$ cat config.mk
export PLATFORM = sky130hd
export DESIGN_NAME = nand_nor_sweeper
export DESIGN_NICKNAME = d
export VERILOG_FILES = /design/src/rtl/nand_nor_sweeper_pkg.sv /design/src/rtl/nand_nor_sweeper_gate_model.sv /design/src/rtl/nand_nor_sweeper.sv
export SDC_FILE = /design/constraint.sdc
export NUM_CORES = 1
export LEC_CHECK = 0
export ABC_AREA = 1
export CORE_UTILIZATION = 42
export CTS_BUF_LIST = sky130_fd_sc_hd__clkbuf_8 sky130_fd_sc_hd__clkbuf_16
export CTS_CLUSTER_DIAMETER = 200
export DETAILED_ROUTE_END_ITERATION = 12
export GPL_TIMING_DRIVEN = 0
export PLACE_DENSITY = 0.65
export SLEW_MARGIN = 20
export SYNTH_ARGS = -nofsm -noshare
export SYNTH_HDL_FRONTEND = slang
export SYNTH_HIERARCHICAL = 1
export SYNTH_SLANG_ARGS = --single-unit
export TNS_END_PERCENT = 5
$ cat constraint.sdc
create_clock -name clk -period 2.4 [get_ports clk]
set_input_delay 0.48 -clock clk [delete_from_list [all_inputs] [get_ports clk]]
set_output_delay 0.48 -clock clk [all_outputs]
set_load 0.005 [all_outputs]
$ cat src/rtl/nand_nor_sweeper_pkg.sv
// gate_sweep_pkg: shared definitions for the reduction-gate sweeper.
//   mode_e     : gate function select (NAND/NOR/AND/OR)
//   state_e    : 2-bit sweeper FSM state encoding
//   expected() : reference output of an n-input reduction gate
package gate_sweep_pkg;

  localparam int unsigned MAX_N = 8;

  typedef enum logic [1:0] {
    MODE_NAND = 2'b00,
    MODE_NOR  = 2'b01,
    MODE_AND  = 2'b10,
    MODE_OR   = 2'b11
  } mode_e;

  typedef enum logic [1:0] {
    ST_IDLE  = 2'b00,
    ST_DRIVE = 2'b01,
    ST_CHECK = 2'b10,
    ST_DONE  = 2'b11
  } state_e;

  // Only the low n bits of v take part; the rest are ignored so AND/NAND
  // are not polluted by zero padding.
  function automatic logic expected(input logic [1:0] mode,
                                    input logic [MAX_N-1:0] v,
                                    input int unsigned n);
    logic all_one;
    logic any_one;
    all_one = 1'b1;
    any_one = 1'b0;
    for (int unsigned i = 0; i < MAX_N; i++) begin
      if (i < n) begin
        all_one = all_one & v[i];
        any_one = any_one | v[i];
      end
    end
    case (mode)
      MODE_NAND: expected = ~all_one;
      MODE_NOR:  expected = ~any_one;
      MODE_AND:  expected = all_one;
      default:   expected = any_one;
    endcase
  endfunction

endpackage

$ cat src/rtl/nand_nor_sweeper_gate_model.sv
// gate_model: combinational N-input reduction gate reference.
//   mode : 00 NAND, 01 NOR, 10 AND, 11 OR
//   v    : gate inputs
//   y    : gate output
module gate_model
  import gate_sweep_pkg::*;
#(
  parameter int unsigned N = 3
) (
  input  logic [1:0]   mode,
  input  logic [N-1:0] v,
  output logic         y
);

  logic [MAX_N-1:0] v_ext;

  always_comb begin
    v_ext        = '0;
    v_ext[N-1:0] = v;
    y            = expected(mode, v_ext, N);
  end

endmodule

$ cat src/rtl/nand_nor_sweeper.sv
// nand_nor_sweeper: exhaustive exerciser for an N-input reduction gate.
// On start, drives every vector 0..2^N-1 onto gut_in, holds each for SETTLE
// cycles, then samples gut_y in a CHECK cycle against the reference model.
//   clk, rst          : clock, synchronous active-high reset
//   start, mode       : sweep request and gate function (latched on accept)
//   gut_in, gut_y     : stimulus to / response from the gate under test
//   busy, done        : sweep in progress / one-cycle completion pulse
//   pass              : last completed sweep had no mismatches
//   err_count         : mismatch count of current/last sweep
//   first_fail(_valid): first mismatching vector
module nand_nor_sweeper
  import gate_sweep_pkg::*;
#(
  parameter int unsigned N      = 3,
  parameter int unsigned SETTLE = 1
) (
  input  logic         clk,
  input  logic         rst,
  input  logic         start,
  input  logic [1:0]   mode,
  output logic [N-1:0] gut_in,
  input  logic         gut_y,
  output logic         busy,
  output logic         done,
  output logic         pass,
  output logic [N:0]   err_count,
  output logic [N-1:0] first_fail,
  output logic         first_fail_valid
);

  localparam logic [N-1:0] LAST_VEC    = '1;
  localparam logic [3:0]   SETTLE_LOAD = 4'(SETTLE - 1);

  state_e       state_q, state_d;
  logic [1:0]   mode_q, mode_d;
  logic [N-1:0] vec_q, vec_d;
  logic [3:0]   cnt_q, cnt_d;
  logic [N:0]   err_q, err_d;
  logic [N-1:0] ff_q, ff_d;
  logic         ffv_q, ffv_d;
  logic         pass_q, pass_d;
  logic         exp_y;

  gate_model #(.N(N)) u_ref (
    .mode (mode_q),
    .v    (vec_q),
    .y    (exp_y)
  );

  always_comb begin
    state_d = state_q;
    mode_d  = mode_q;
    vec_d   = vec_q;
    cnt_d   = cnt_q;
    err_d   = err_q;
    ff_d    = ff_q;
    ffv_d   = ffv_q;
    pass_d  = pass_q;
    case (state_q)
      ST_IDLE: begin
        if (start) begin
          state_d = ST_DRIVE;
          mode_d  = mode;
          vec_d   = '0;
          err_d   = '0;
          ff_d    = '0;
          ffv_d   = 1'b0;
          pass_d  = 1'b0;
          cnt_d   = SETTLE_LOAD;
        end
      end
      ST_DRIVE: begin
        if (cnt_q == 4'd0) state_d = ST_CHECK;
        else               cnt_d   = cnt_q - 4'd1;
      end
      ST_CHECK: begin
        if (gut_y != exp_y) begin
          err_d = err_q + {{N{1'b0}}, 1'b1};
          if (!ffv_q) begin
            ff_d  = vec_q;
            ffv_d = 1'b1;
          end
        end
        if (vec_q == LAST_VEC) begin
          state_d = ST_DONE;
        end else begin
          vec_d   = vec_q + {{(N-1){1'b0}}, 1'b1};
          cnt_d   = SETTLE_LOAD;
          state_d = ST_DRIVE;
        end
      end
      default: begin
        // err_q is final here: the last CHECK updated it on entry to DONE.
        pass_d  = (err_q == '0);
        state_d = ST_IDLE;
      end
    endcase
  end

  always_ff @(posedge clk) begin
    if (rst) begin
      state_q <= ST_IDLE;
      mode_q  <= '0;
      vec_q   <= '0;
      cnt_q   <= '0;
      err_q   <= '0;
      ff_q    <= '0;
      ffv_q   <= 1'b0;
      pass_q  <= 1'b0;
    end else begin
      state_q <= state_d;
      mode_q  <= mode_d;
      vec_q   <= vec_d;
      cnt_q   <= cnt_d;
      err_q   <= err_d;
      ff_q    <= ff_d;
      ffv_q   <= ffv_d;
      pass_q  <= pass_d;
    end
  end

  assign gut_in           = vec_q;
  assign busy             = (state_q == ST_DRIVE) || (state_q == ST_CHECK);
  assign done             = (state_q == ST_DONE);
  assign pass             = pass_q;
  assign err_count        = err_q;
  assign first_fail       = ff_q;
  assign first_fail_valid = ffv_q;

endmodule

=== Yosys cells after proc, flatten, opt, wreduce, memory -nomap -nowiden ===
Index checks and enable logic that the tools add are counted.

* Reduce and logical (&&, ||, !) cells: 15
* Bitwise operators: 7
* Equality and inequality tests: 13
* $add $sub $neg: 3
* Multiplexer cells: 21

{| class="wikitable"
|+ Operator list
! cell !! number
|-
| $mux W4 || 4
|-
| $mux W3 || 4
|-
| $ne A2 B2 Y1 const B || 6
|-
| $pmux W3 S2 || 2
|-
| $pmux W4 S3 || 1
|-
| $logic_not A4 Y1 || 2
|-
| $pmux W4 S2 || 1
|-
| $reduce_and A4 Y1 || 2
|-
| $eq A2 B2 Y1 const B || 3
|-
| $mux W2 || 3
|-
| $pmux W2 S3 || 1
|-
| $reduce_and A2 Y1 || 3
|-
| $reduce_and A3 Y1 || 2
|-
| $add A4 B1 Y4 const B || 1
|-
| $eq A2 B1 Y1 const B || 2
|-
| $logic_not A2 Y1 || 2
|-
| $pmux W1 S2 || 2
|-
| $sub A4 B1 Y4 const B || 1
|-
| $add A3 B1 Y3 const B || 1
|-
| $eq A3 B3 Y1 const B || 1
|-
| $not A1 Y1 || 3
|-
| $pmux W1 S3 || 1
|-
| $reduce_bool A3 Y1 || 1
|-
| $and A1 B1 Y1 || 2
|-
| other kinds (6) || 8
|}

* Output and inout bits: 14
* Register bits after elaboration: 20
* Input port bits: 6
* Word-level logic and storage cells: 67

=== Depth between registers and ports, before layout ===
Gate-level depths: netlist (run 1).

* Depth in word-level cells: 7
* Mapped depth: 12
* Depth with buffers taken out: 12

=== Hierarchy ===
The synthesis (run 1) kept the hierarchy.

{| class="wikitable"
|+ Modules (own cells, without submodules)
! module !! area each (µm²) !! times used !! seq. area each (µm²) !! cells an instance
|-
| nand_nor_sweeper || 1178.6 || 1 || 400.4 || 169
|-
| gate_model || 43.8 || 1 || 0.0 || 11
|}

=== Worst setup path after synthesis (run 1) ===
OpenSTA, ideal clock, no wires.

* Path type: register to register
* Start point: reg state_q[0]
* End point: reg err_q[3], in the netlist err_count[3]
* Buffers on the path: 0
* Data arrival time: 1.297 ns
* Cell stages (with the launch flop): 9
* Data required time: 2.283 ns
* Clock period less this slack: 1.415 ns
* Slack: 0.985 ns
* Library setup time: 0.117 ns
* Cells stage by stage: dfxtp_1 > inv_1 > ha_1 > nor2_2 > nor2_4 > nand2_4 > nor2_2 > nor2_1 > nor2_1

* Longest elaborated chain between the ends: 3
* Elaborated cells on any way between the ends: 7
* Those cells by class: 3 x eq/ne; 1 x mux; 3 x reduce/logical

{| class="wikitable"
|+ Ends and longest elaborated chain
! element !! line !! RTL
|-
| from (decl) || nand_nor_sweeper.sv:34 || <nowiki>state_e state_q, state_d;</nowiki>
|-
| from (signal assigned) || nand_nor_sweeper.sv:111 || <nowiki>state_q <= state_d;</nowiki>
|-
| $eq A2 B2 Y1 / $logic_not A2 Y1 (equally long branches) || nand_nor_sweeper.sv:59 || <nowiki>case (state_q)</nowiki>
|-
| $ne A2 B2 Y1 (no source line) / $reduce_bool A2 Y1 (equally long branches) || n/a ||
|-
| $reduce_and A3 Y1 (no source line) || n/a ||
|-
| to (signal assigned) || nand_nor_sweeper.sv:115 || <nowiki>err_q <= err_d;</nowiki>
|-
| to (decl) || nand_nor_sweeper.sv:38 || <nowiki>logic [N:0] err_q, err_d;</nowiki>
|}

Parallel ways exist; a longest one is shown, timed or not.
A chain may end at the register's enable or synchronous reset.

=== Final worst setup path (run 1) ===
* Start point: reg state_q[0]
* End point: out busy

* Longest elaborated chain between the ends: 2
* Elaborated cells on any way between the ends: 3
* Those cells by class: 2 x eq/ne; 1 x reduce/logical

{| class="wikitable"
|+ Ends and longest elaborated chain
! element !! line !! RTL
|-
| $eq A2 B1 Y1 / $eq A2 B2 Y1 (equally long branches) || nand_nor_sweeper.sv:123 || <nowiki>assign busy = (state_q == ST_DRIVE) || (state_q == ST_CHECK);</nowiki>
|-
| $logic_or A1 B1 Y1 * || nand_nor_sweeper.sv:123 ||
|-
| to (decl) || nand_nor_sweeper.sv:23 || <nowiki>output logic busy,</nowiki>
|}

Mark *: on every way between the ends. The rest lies on a longest branch, timed or not.

==> results of run 1 <==
## cell type report
type	instances	area (µm²)
Buffer	2	10.0
Clock buffer	3	41.3
Clock inverter	1	30.0
Fill cell	283	1230
Inverter	26	97.6
Multi-Input combinational cell	132	714
Sequential cell	20	400
Tap cell	31	38.8
Timing Repair Buffer	19	190
## layer usage
layer	GRT usage	share of wire	up-vias
li1	-	-	621
met1	0.243	0.46	536
met2	0.299	0.48	28
met3	0.0372	0.039	5
met4	0.0836	0.018	0
met5	0	0	-
## kinds of logic (layout without fill, tap and decap cells)
kind of cell    after synthesis  in the layout  share of synthesized area
simple gates                 98             98                      0.368
xor+xnor                      1              1                    0.00717
compound gates               21             21                     0.0860
buf+inv                      28             51                     0.0880
fa+ha+maj                    12             12                      0.123
flops                        20             20                      0.328
## path summary, 6_finish.rpt
| check | to | slack, ns | cells after the start |
|---|---|---|---|
| max reg2reg | err_count[3] | 0.78 | 11 |
| max | busy | 0.31 | 3 |
| min | pass | 0.49 | 2 |
| min reg2reg | pass | 0.49 | 2 |
## sequential cells by signal (all words and copies together) (netlist names)
name / count
gut_in: 3
first_fail_valid: 1
pass: 1
err_count: 4
cnt_q: 4
first_fail: 3
mode_q: 2
state_q: 2
## critical path, delay by kind of cell (launching register included)
kind | cells | cell delay [ns]
buffers and inverters | 2 | 0.63
DFF | 1 | 0.40
adders and majority gates | 1 | 0.33
## Yosys cell counts
master	number
a21oi_1	16
buf_2	2
dfxtp_1	20
ha_1	12
inv_1	26
nand2_1	43
nand2_4	1
nand3_1	22
nand3b_1	1
nand4_1	4
nor2_1	21
nor2_2	2
nor2_4	2
nor3_1	1
nor3_4	1
o21ai_0	5
xnor2_1	1
## where the power goes
group / internal [mW] / switching [mW]
logic: 0.345 / 0.491
registers: 0.409 / 0.0659
clock network: 0.223 / 0.116
total: 0.977 / 0.673
==> impl_metrics.toml, run 1 <==
[synthesis]
synth_top_area_frac = 0.328
yosysTopAreaCell = "dfxtp_1"
avgSynthCellArea_um2 = 6.79
synth.distinct_cells = 17
synth_area_mm2 = 0.00122
netlist_top_cells_area = "dfxtp_1, nand2_1, ha_1, nand3_1, inv_1"
syn_inst = 180
yosys_warnings = 6
syn-num-nets = 198
ys_ff_latch = 20
synth-seq-area-share = 0.328

[final_layout]
diodes = 0
final_common_cell = "nand2_1"
final_cell_mix = "nand2_1, inv_1, nand3_1"
postLayoutCoreUtil = 0.552
nets = 222
area_delta_synth_final_pct = 24.6
final_cells = 234
fin_area_mm2 = 0.00152
final_layout_size_suffix_gt1_frac = 0.0591

[critical_path]
crit_path_top_delay_cell = "clkdlybuf4s50_1"
worstPathArrival_ns = 1.61
startpoint_type = "flop"
worstSetupPathType = "flop to output pin"
end_kind = "output pin"
cp_max_fo = 5
timing.rr.start = "gut_in[0]"
max_stage_delay_ns = 0.51
worst_ep_required_time_ns = 1.92
startpoint = "state_q[0]"
path_cells = "inv_1 -> ha_1 -> clkdlybuf4s50_1"

[sta]
fin_crit_sh = 0.872
hold_slack_ns = 0.486
period_needed_ns = 2.09
hold_viol_final = 0
timing.final.setup_violations = 0
slew_headroom = 0.796
clock.fmax_mhz = 478
final_max_slew_viol_count = 0
skew_ns = 0.00409
setup_tns_ns = 0
setup_slack_ns = 0.306
rsz0062_at_grt = "false"
worst_slew_pin_slew_ns = 0.305

[routing]
drcViolationCount = 0
drt_pre_antenna_iters = 4
wire_per_inst_um = 11.0
drt_first_iter_violations = 36
drt-total-wl_um = 2570
vias = 1190
via_per_inst = 5.09
antenna_left = 0

[floorplan]
die_height_um = 56.0
chipWidth_um = 56.0
row_count = 19
dieArea_mm2 = 0.00313
io_pins = 20
initial_core_util = 0.443
coreArea_mm2 = 0.00276

[placed_design]
dpl.hpwl_um = 1980
port_buffers = 19
dpl.cell_count = 230
place_worst_setup_slack_ns = 0.574
placed_area_mm2 = 0.00145
gp_congestion = 0.717

[clocking]
ctsHoldBuffers = 0
cts_buffer_depth = 2
htree_levels = 1
cts.reportedPaths.clkPinSlew_ns = 0.07
cts_tree = "built"
clock_sinks = 20
clock_latency_ns = 0.26
post_cts_buffers = 0
cts_resized = 0
cts_buffers = 3
cts-root-buf = "clkbuf_8"

[global_routing]
grt_pass1_wl_um = 4670
grt_pass1_vias = 1089
grt_overflow_total = 0
grt_start_max_net_pins = 13
grtUsageTotal = 0.187
antenna_found_initial = 0

[power_and_ir_drop]
power_leakage_nw = 0.695
ir_drop_uv = 581
p_total_mw = 1.65
power_density_mw_per_mm2 = 1080

[hold_path]
hp-start = "pass"
hp-class = "flop to flop"

[flow_run]
maxCapViolCount = 0

[status]
status = "completed"
Note: power is estimated with default switching activity, not from simulation.
==> inputs of run 2 (changes only) <==
--- a/config.mk
+++ b/config.mk
@@ -6,6 +6,7 @@
 export NUM_CORES = 1
 export LEC_CHECK = 0
 export ABC_AREA = 1
+export CORE_ASPECT_RATIO = 1.1
 export CORE_UTILIZATION = 42
 export CTS_BUF_LIST = sky130_fd_sc_hd__clkbuf_8 sky130_fd_sc_hd__clkbuf_16
 export CTS_CLUSTER_DIAMETER = 200
==> run 2 against run 1 <==
Critical path depth unchanged. Clock-buffer cell count did not move. Highest routed layer unchanged. Combinational power is 1% higher. Clock skew down 0.0020 ns. Flip-flop and latch count unchanged. Clock power hardly changed. Final cell count grew 0.85%. Critical path type unchanged. Routed wire length is essentially flat. Power up 0.50%. Worst hold slack improved by 0.010 ns. Global-route usage shrank 0.20 points.
==> impl_metrics.toml, run 2 (same netlist as run 1, synthesis figures left out) <==
[status]
status = "completed"

[critical_path]
cp_max_fo = 5
path_cells = "inv_1 -> ha_1 -> clkdlybuf4s50_1"
end_kind = "output pin"
worstReg2RegEnd = "err_count[3]"
worst_ep_required_time_ns = 1.92
regToRegSetupSlack_ns = 0.77
crit_family = "buffers and inverters"
startpoint_type = "flop"
worstSetupPathType = "flop to output pin"
crit_path_top_delay_cell = "clkdlybuf4s50_1"
timing.rr.start = "gut_in[0]"
path_buf_inv = 2
max_stage_delay_ns = 0.51
worstPathArrival_ns = 1.64
reg2reg_depth = 11

[placed_design]
dpl.hpwl_um = 1960
port_buffers = 19
gp_congestion = 0.801

[final_layout]
seq_area_um2 = 400
final_common_cell = "nand2_1"
diodes = 0
nFillCells = 277
final_layout_size_suffix_gt1_frac = 0.0591
final_cell_mix = "nand2_1, inv_1, nand3_1"
multi_input_area_um2 = 714
nets = 222
area_delta_synth_final_pct = 24.8

[clocking]
cts.reportedPaths.clkPinSlew_ns = 0.08
clock_sinks = 20
cts_resized = 0
clock_latency_ns = 0.26
htree_levels = 1
cts_tree = "built"
post_cts_buffers = 0
cts_buffer_depth = 2
ctsHoldBuffers = 0
cts_buffers = 3
cts-root-buf = "clkbuf_8"

[routing]
vias = 1173
drt_first_iter_violations = 29
via_per_inst = 4.97
drt-total-wl_um = 2570
drcViolationCount = 0
antenna_left = 0
drt_pre_antenna_iters = 4
wire_per_inst_um = 10.9

[floorplan]
row_count = 20
chipWidth_um = 53.4
die_height_um = 58.6
io_pins = 20
dieArea_mm2 = 0.00313
initial_core_util = 0.440
coreArea_mm2 = 0.00278

[global_routing]
grt_overflow_total = 0
grt_pass1_vias = 1028
grt_pass1_wl_um = 4240
grtUsageTotal = 0.185
antenna_found_initial = 0
grt_start_max_net_pins = 13

[hold_path]
min_delay_worst_endpoint = "first_fail[1]"
whs_path_depth = 2
hp-start = "first_fail[1]"
hp-class = "flop to flop"

[sta]
fin_crit_sh = 0.884
timing.final.setup_violations = 0
period_needed_ns = 2.12
slew_headroom = 0.785
setup_tns_ns = 0
skew_ns = 0.00205
final_max_slew_viol_count = 0
clock.fmax_mhz = 471
rsz0062_at_grt = "false"
hold_viol_final = 0
worst_slew_pin_slew_ns = 0.321

[power_and_ir_drop]
power_leakage_nw = 0.695
ir_drop_uv = 573
p_total_mw = 1.66
power_density_mw_per_mm2 = 1090

[flow_run]
maxCapViolCount = 0
==> run 2: cell type report <==
cell class,instances,area share
multi-input cells,132,0.468
repair buffers,19,0.125
well taps,33,0.0271
clock inverters,1,0.0197
inverters,26,0.0640
clock buffers,3,0.0271
flip-flops and latches,20,0.263
plain buffers,2,0.00656
==> run 2: worst max-delay path by stage <==
stage / startpoint / to / slack, ns / cells past startpoint
floorplan: state_q[0] / err_count[3] / 0.99 / 8
global placement: state_q[0] / busy / 0.59 / 3
detailed placement: state_q[0] / busy / 0.58 / 3
CTS: state_q[0] / busy / 0.26 / 3
global route: state_q[0] / busy / 0.17 / 3
finish: state_q[0] / busy / 0.28 / 3
==> run 2: through the flow <==
stage / cells / hold slack [ns] / cell area (µm²) / utilization / setup slack, ns
finish: 236 / 0.497 / 1530 / 0.549 / 0.279
global route: 236 / 0.532 / 1530 / 0.549 / 0.174
CTS: 236 / 0.501 / 1530 / 0.549 / 0.262
detailed placement: 232 / 0.483 / 1450 / 0.523 / 0.578
global placement: 232 / 0.465 / 1450 / 0.523 / 0.587
floorplan: 180 / 0.453 / 1220 / - / 0.985
==> run 2: report_power, final <==
part	switching (mW)	leakage, nW	internal [mW]
clock	0.115	0.0357	0.223
combinational	0.502	0.496	0.344
sequential	0.0659	0.163	0.409
==> run 2: layer usage <==
metal / global-route usage / routed length (µm) / part of all wire / vias to the layer above
li1: - / - / - / 623
met1: 0.219 / 1150 / 0.45 / 519
met2: 0.318 / 1280 / 0.50 / 24
met3: 0.0258 / 90 / 0.035 / 7
met4: 0.0940 / 53 / 0.021 / 0
met5: 0 / 0 / 0 / -
==> run 2: tightest hold or removal path, cell delays in order, from the launching register on <==
cell and delay [ns]:
dfxtp_1 0.34, a21oi_1 0.04, nor2_1 0.09
==> inputs of run 3 (changes only) <==
--- a/config.mk
+++ b/config.mk
@@ -13,6 +13,7 @@
 export DETAILED_ROUTE_END_ITERATION = 12
 export GPL_TIMING_DRIVEN = 0
 export PLACE_DENSITY = 0.65
+export SKIP_CTS_REPAIR_TIMING = 1
 export SLEW_MARGIN = 20
 export SYNTH_ARGS = -nofsm -noshare
 export SYNTH_HDL_FRONTEND = slang
==> results of run 3 <==
The final DEF is identical to that of run 2; final timing and power are the same.
==> edit 1, RTL diff (config.mk and constraints of run 3) <==
Encoding of `state_e`: now one-hot (4 bits for 4 states).
--- a/src/rtl/nand_nor_sweeper_pkg.sv
+++ b/src/rtl/nand_nor_sweeper_pkg.sv
@@ -13,11 +13,11 @@
     MODE_OR   = 2'b11
   } mode_e;
 
-  typedef enum logic [1:0] {
-    ST_IDLE  = 2'b00,
-    ST_DRIVE = 2'b01,
-    ST_CHECK = 2'b10,
-    ST_DONE  = 2'b11
+  typedef enum logic [3:0] {
+    ST_IDLE  = 4'b0001,
+    ST_DRIVE = 4'b0010,
+    ST_CHECK = 4'b0100,
+    ST_DONE  = 4'b1000
   } state_e;
 
   // Only the low n bits of v take part; the rest are ignored so AND/NAND
Formal check against the unedited RTL: no difference found for any inputs over 10 cycles, from zero or initial values and one cycle with rst high; not proved beyond that.
==> edit 1 against run 3 <==
Largest power group unchanged; non-clock buffer count decreased by 1; setup slack got worse by 0.072 ns; sequential cell count increased by 2; power decreased by 25%; wire length increased by 0.97%; clock power increased by 3%; synthesized area increased by 6.4%; cell area increased by 5.2%.
==> edit 1: results (changes against run 3) <==
clk slew on worst S/H paths 0.08 ns (about the same); clk_skew 0.001679 ns (was 0.002051 ns); Compound-Gate Fraction of Synth Area 0.1067 (was 0.08598); R2R depth 11 (unchanged); CTS root buffer clkbuf_8 (unchanged); Via density 4.826 (was 4.970); dpl hpwl 2.014 mm (was 1.963 mm); reg-to-reg endpoint err_count[0]$_SDFFE_PP0P_ (was err_count[3]$_SDFFE_PP0P_); CP Data Arrival Time 1.71 ns (was 1.64 ns); worst r2r src gut_in[2]$_SDFFE_PP0P_ (was gut_in[0]$_SDFFE_PP0P_); leading post-synthesis cells by cell area dfxtp_1 34%, nand2_1 11%, nor2_1 7.5% (was dfxtp_1 33%, nand2_1 13%, ha_1 12%); Final min period 2.193 ns (was 2.121 ns); Switch Pwr 441.2 µW (was 682.9 µW); setup slack at placement 0.4969 ns (was 0.5777 ns); DRT Wirelength 2.593 mm (was 2.568 mm); P_leak 0.6946 nW (was 0.6949 nW); Synth top cells by count 38 x nand2_1, 26 x nor2_1, 23 x inv_1, 22 x dfxtp_1, 14 x nand3_1 (was 43 x nand2_1, 26 x inv_1, 22 x nand3_1, 21 x nor2_1, 20 x dfxtp_1); Worst setup startpoint state_q[3]$_SDFFE_PP0P_ (was state_q[0]$_SDFFE_PP0P_); asr flop ratio synth 0 (unchanged); dpl cells 231 (was 232); Post-Synth XOR/XNOR Area 0.02019 (was 0.007165); GRT Resource Usage Total 0.1759 (was 0.1849); Placed Area 1533 µm² (was 1454 µm²); synthesized instance count 179 (was 180); TritonRoute pass-1 iters 6 (was 4); final cell count without fillers 235 (was 236); Max stage delay cell, worst path clkdlybuf4s50_1 (unchanged); Main synth FF type dfxtp_1 (unchanged); P&R area growth vs syn 23.27% (was 24.77%); vias in the first global route 1052 (was 1028); mux contribution to synthesized area 0 (unchanged); R2R Setup Slk 0.87 ns (was 0.77 ns); VDD IR-drop max 0.4596 mV (was 0.5731 mV); CP max FO 7 (was 5); GPL Wtd Cong 0.8152 (was 0.8014); Worst path top cell family by delay simple AND/OR/NAND/NOR gates (was buffers and inverters); Syn Nets 191 (was 198); sequential fraction of the synthesis area 0.3385 (was 0.3275); Initial DRC Count 12 (was 29); crit-path max cell delay 0.50 ns; Cell variety after synth 26 (was 17); fillers 300 (was 277); outcome complete, no violations (unchanged); initial antenna violation count 0 (unchanged); first-pass GRT wire length 4.229 mm (was 4.236 mm); Nets 215 (was 222); pin count of the biggest net entering global routing 14 (was 13); Max Root-Sink Buffers 2 (unchanged); Synth Area in Adders 0.05769 (was 0.1228); layout cell share with drive strength beyond 1 0.1535 (was 0.05911); slew margin rel. 0.7853 (was 0.7854); Buffers on Ports 19 (unchanged)
edit 1: final cells by class:
type	instances	area share
multi-input combinational	128	0.4649
sequential	22	0.2746
timing repair buffer	19	0.1186
inverter	28	0.06864
clock buffer	3	0.02574
tap	33	0.02574
clock inverter	1	0.01872
buffer	1	0.003120
edit 1: how the worst min path moves through the flow:
stage                                  to  slack (ns)                       start
3_5_place_dp   first_fail[1]$_SDFFE_PP0P_        0.46  first_fail[1]$_SDFFE_PP0P_
5_1_grt        first_fail[0]$_SDFFE_PP0P_        0.49  first_fail[0]$_SDFFE_PP0P_
2_1_floorplan      mode_q[0]$_SDFFE_PP0P_        0.42      mode_q[0]$_SDFFE_PP0P_
6_report       first_fail[1]$_SDFFE_PP0P_        0.46  first_fail[1]$_SDFFE_PP0P_
4_1_cts        first_fail[1]$_SDFFE_PP0P_        0.47  first_fail[1]$_SDFFE_PP0P_
3_3_place_gp       mode_q[0]$_SDFFE_PP0P_        0.44      mode_q[0]$_SDFFE_PP0P_
edit 1: power groups by stage:
stage	Clock [mW]	Combinational [mW]	Sequential [mW]
global placement	0	0.440	0.445
finish	0.348	0.450	0.438
floorplan	0	0.363	0.441
global route	0.373	0.511	0.443
detailed placement	0	0.454	0.446
CTS	0.357	0.456	0.437
edit 1: worst min-delay path: cells and delay by family, from the launching register on:
family | cells | cell delay, ns
DFF | 1 | 0.32
and+or+nand+nor | 1 | 0.06
AOI/OAI and AO/OA | 1 | 0.05
edit 1: per-layer routing:
metal / vias up / wire (µm) / part of all wire / GRT usage
li1: 606 / - / - / -
met1: 512 / 1233 / 0.48 / 0.2097
met2: 12 / 1280 / 0.49 / 0.3150
met3: 4 / 57 / 0.022 / 0.02256
met4: 0 / 21 / 0.0081 / 0.06429
met5: - / 0 / 0 / 0
==> edit 2, RTL diff (config.mk and constraints of run 3) <==
Without the edit above. `N` is set to 3 in 2 places; all go to 2.
--- a/src/rtl/nand_nor_sweeper_gate_model.sv
+++ b/src/rtl/nand_nor_sweeper_gate_model.sv
@@ -5,7 +5,7 @@
 module gate_model
   import gate_sweep_pkg::*;
 #(
-  parameter int unsigned N = 3
+  parameter int unsigned N = 2
 ) (
   input  logic [1:0]   mode,
   input  logic [N-1:0] v,
--- a/src/rtl/nand_nor_sweeper.sv
+++ b/src/rtl/nand_nor_sweeper.sv
@@ -11,7 +11,7 @@
 module nand_nor_sweeper
   import gate_sweep_pkg::*;
 #(
-  parameter int unsigned N      = 3,
+  parameter int unsigned N      = 2,
   parameter int unsigned SETTLE = 1
 ) (
   input  logic         clk,
Interface: changed (resized err_count, first_fail and gut_in); port bits go from 20 to 17. The function was not compared with the original's and may differ.
==> edit 2 against run 3 <==
Cell area is 13% lower; wire length is 17% lower; setup slack better by 0.039 ns; sequential cell count is 3 lower; power is 12% lower; via count is 13% lower; synthesized area is 11% lower; clock skew hardly changed; critical path type unchanged.
==> edit 2: results (changes against run 3) <==
first-pass GRT wire length 3.594 mm (was 4.236 mm); Synth Area in Adders 0.1263 (was 0.1228); routed wl met3 59 µm (was 90 µm); Multi-input gate area 625.6 µm² (was 714.4 µm²); Non-Clock Buffer Count 16 (was 21); Num Clock Sinks 17 (was 20); fillers 260 (was 277); Syn Nets 181 (was 198); VDD IR-drop max 0.7159 mV (was 0.5731 mV); clock-cell share of area 0.03403 (was 0.04676); Hold Startpoint first_fail_valid$_SDFFE_PP0P_ (was first_fail[1]$_SDFFE_PP0P_); DRC 0 (unchanged); Post-Synth XOR/XNOR Area 0 (was 0.007165); routed wl met2 974 µm (was 1.277 mm); slew margin rel. 0.8088 (was 0.7854); DRT Wirelength 2.124 mm (was 2.568 mm); dpl hpwl 1.612 mm (was 1.963 mm); pin count of the biggest net entering global routing 10 (was 13); GRT Resource Usage Total 0.1673 (was 0.1849); Non-CTS inverters 31 (was 26); Storage cell area 340.3 µm² (was 400.4 µm²); CTS H-tree depth 1 (unchanged); GPL Wtd Cong 0.8416 (was 0.8014); outcome complete, no violations (unchanged); M1 wire length 1.056 mm (was 1.148 mm); clk slew on worst S/H paths 0.06 ns (was 0.08 ns); TritonCTS Buffers 3 (unchanged); Nets 201 (was 222); reg-to-reg endpoint cnt_q[2]$_SDFFE_PP0P_ (was err_count[3]$_SDFFE_PP0P_); R2R depth 8 (was 11); layout cell share with drive strength beyond 1 0.08743 (was 0.05911); Hold Crit Endpoint first_fail_valid$_SDFFE_PP0P_ (was first_fail[1]$_SDFFE_PP0P_); comb_multi_in 115 (was 132); clk_skew 0.001633 ns (was 0.002051 ns); Vias 1026 (was 1173); R2R Setup Slk 0.79 ns (was 0.77 ns); vias in the first global route 910 (was 1028); leading post-synthesis cells by cell area dfxtp_1 31%, ha_1 13%, nand2_1 12% (was dfxtp_1 33%, nand2_1 13%, ha_1 12%); worst r2r src state_q[0]$_SDFFE_PP0P_ (was gut_in[0]$_SDFFE_PP0P_); Compound-Gate Fraction of Synth Area 0.09759 (was 0.08598); sequential fraction of the synthesis area 0.3123 (was 0.3275); Initial DRC Count 33 (was 29)
==> edit 2: routing by layer <==
metal  vias up  GRT usage
met5         -          0
met4         0    0.08333
met3         4    0.03306
met2        16     0.2610
met1       456     0.2164
li1        550          -
==> edit 2: metrics by stage <==
step | setup WS [ns] | hold slack, ns | cells | total power [mW] | instance area [µm²]
2_1_floorplan | 1.013 | 0.4657 | 164 | 1.043 | 1090
3_3_place_gp | 0.5968 | 0.4712 | 210 | 1.246 | 1279
3_5_place_dp | 0.5725 | 0.4751 | 210 | 1.266 | 1279
4_1_cts | 0.2940 | 0.4941 | 214 | 1.479 | 1324
5_1_grt | 0.2321 | 0.5157 | 214 | 1.624 | 1324
6_report | 0.3171 | 0.4905 | 214 | 1.464 | 1324
==> edit 2: power breakdown <==
| group | switching (mW) | internal (mW) |
|---|---|---|
| Combinational | 0.481 | 0.344 |
| Clock | 0.0932 | 0.113 |
| Sequential | 0.0735 | 0.359 |
| Total | 0.648 | 0.817 |
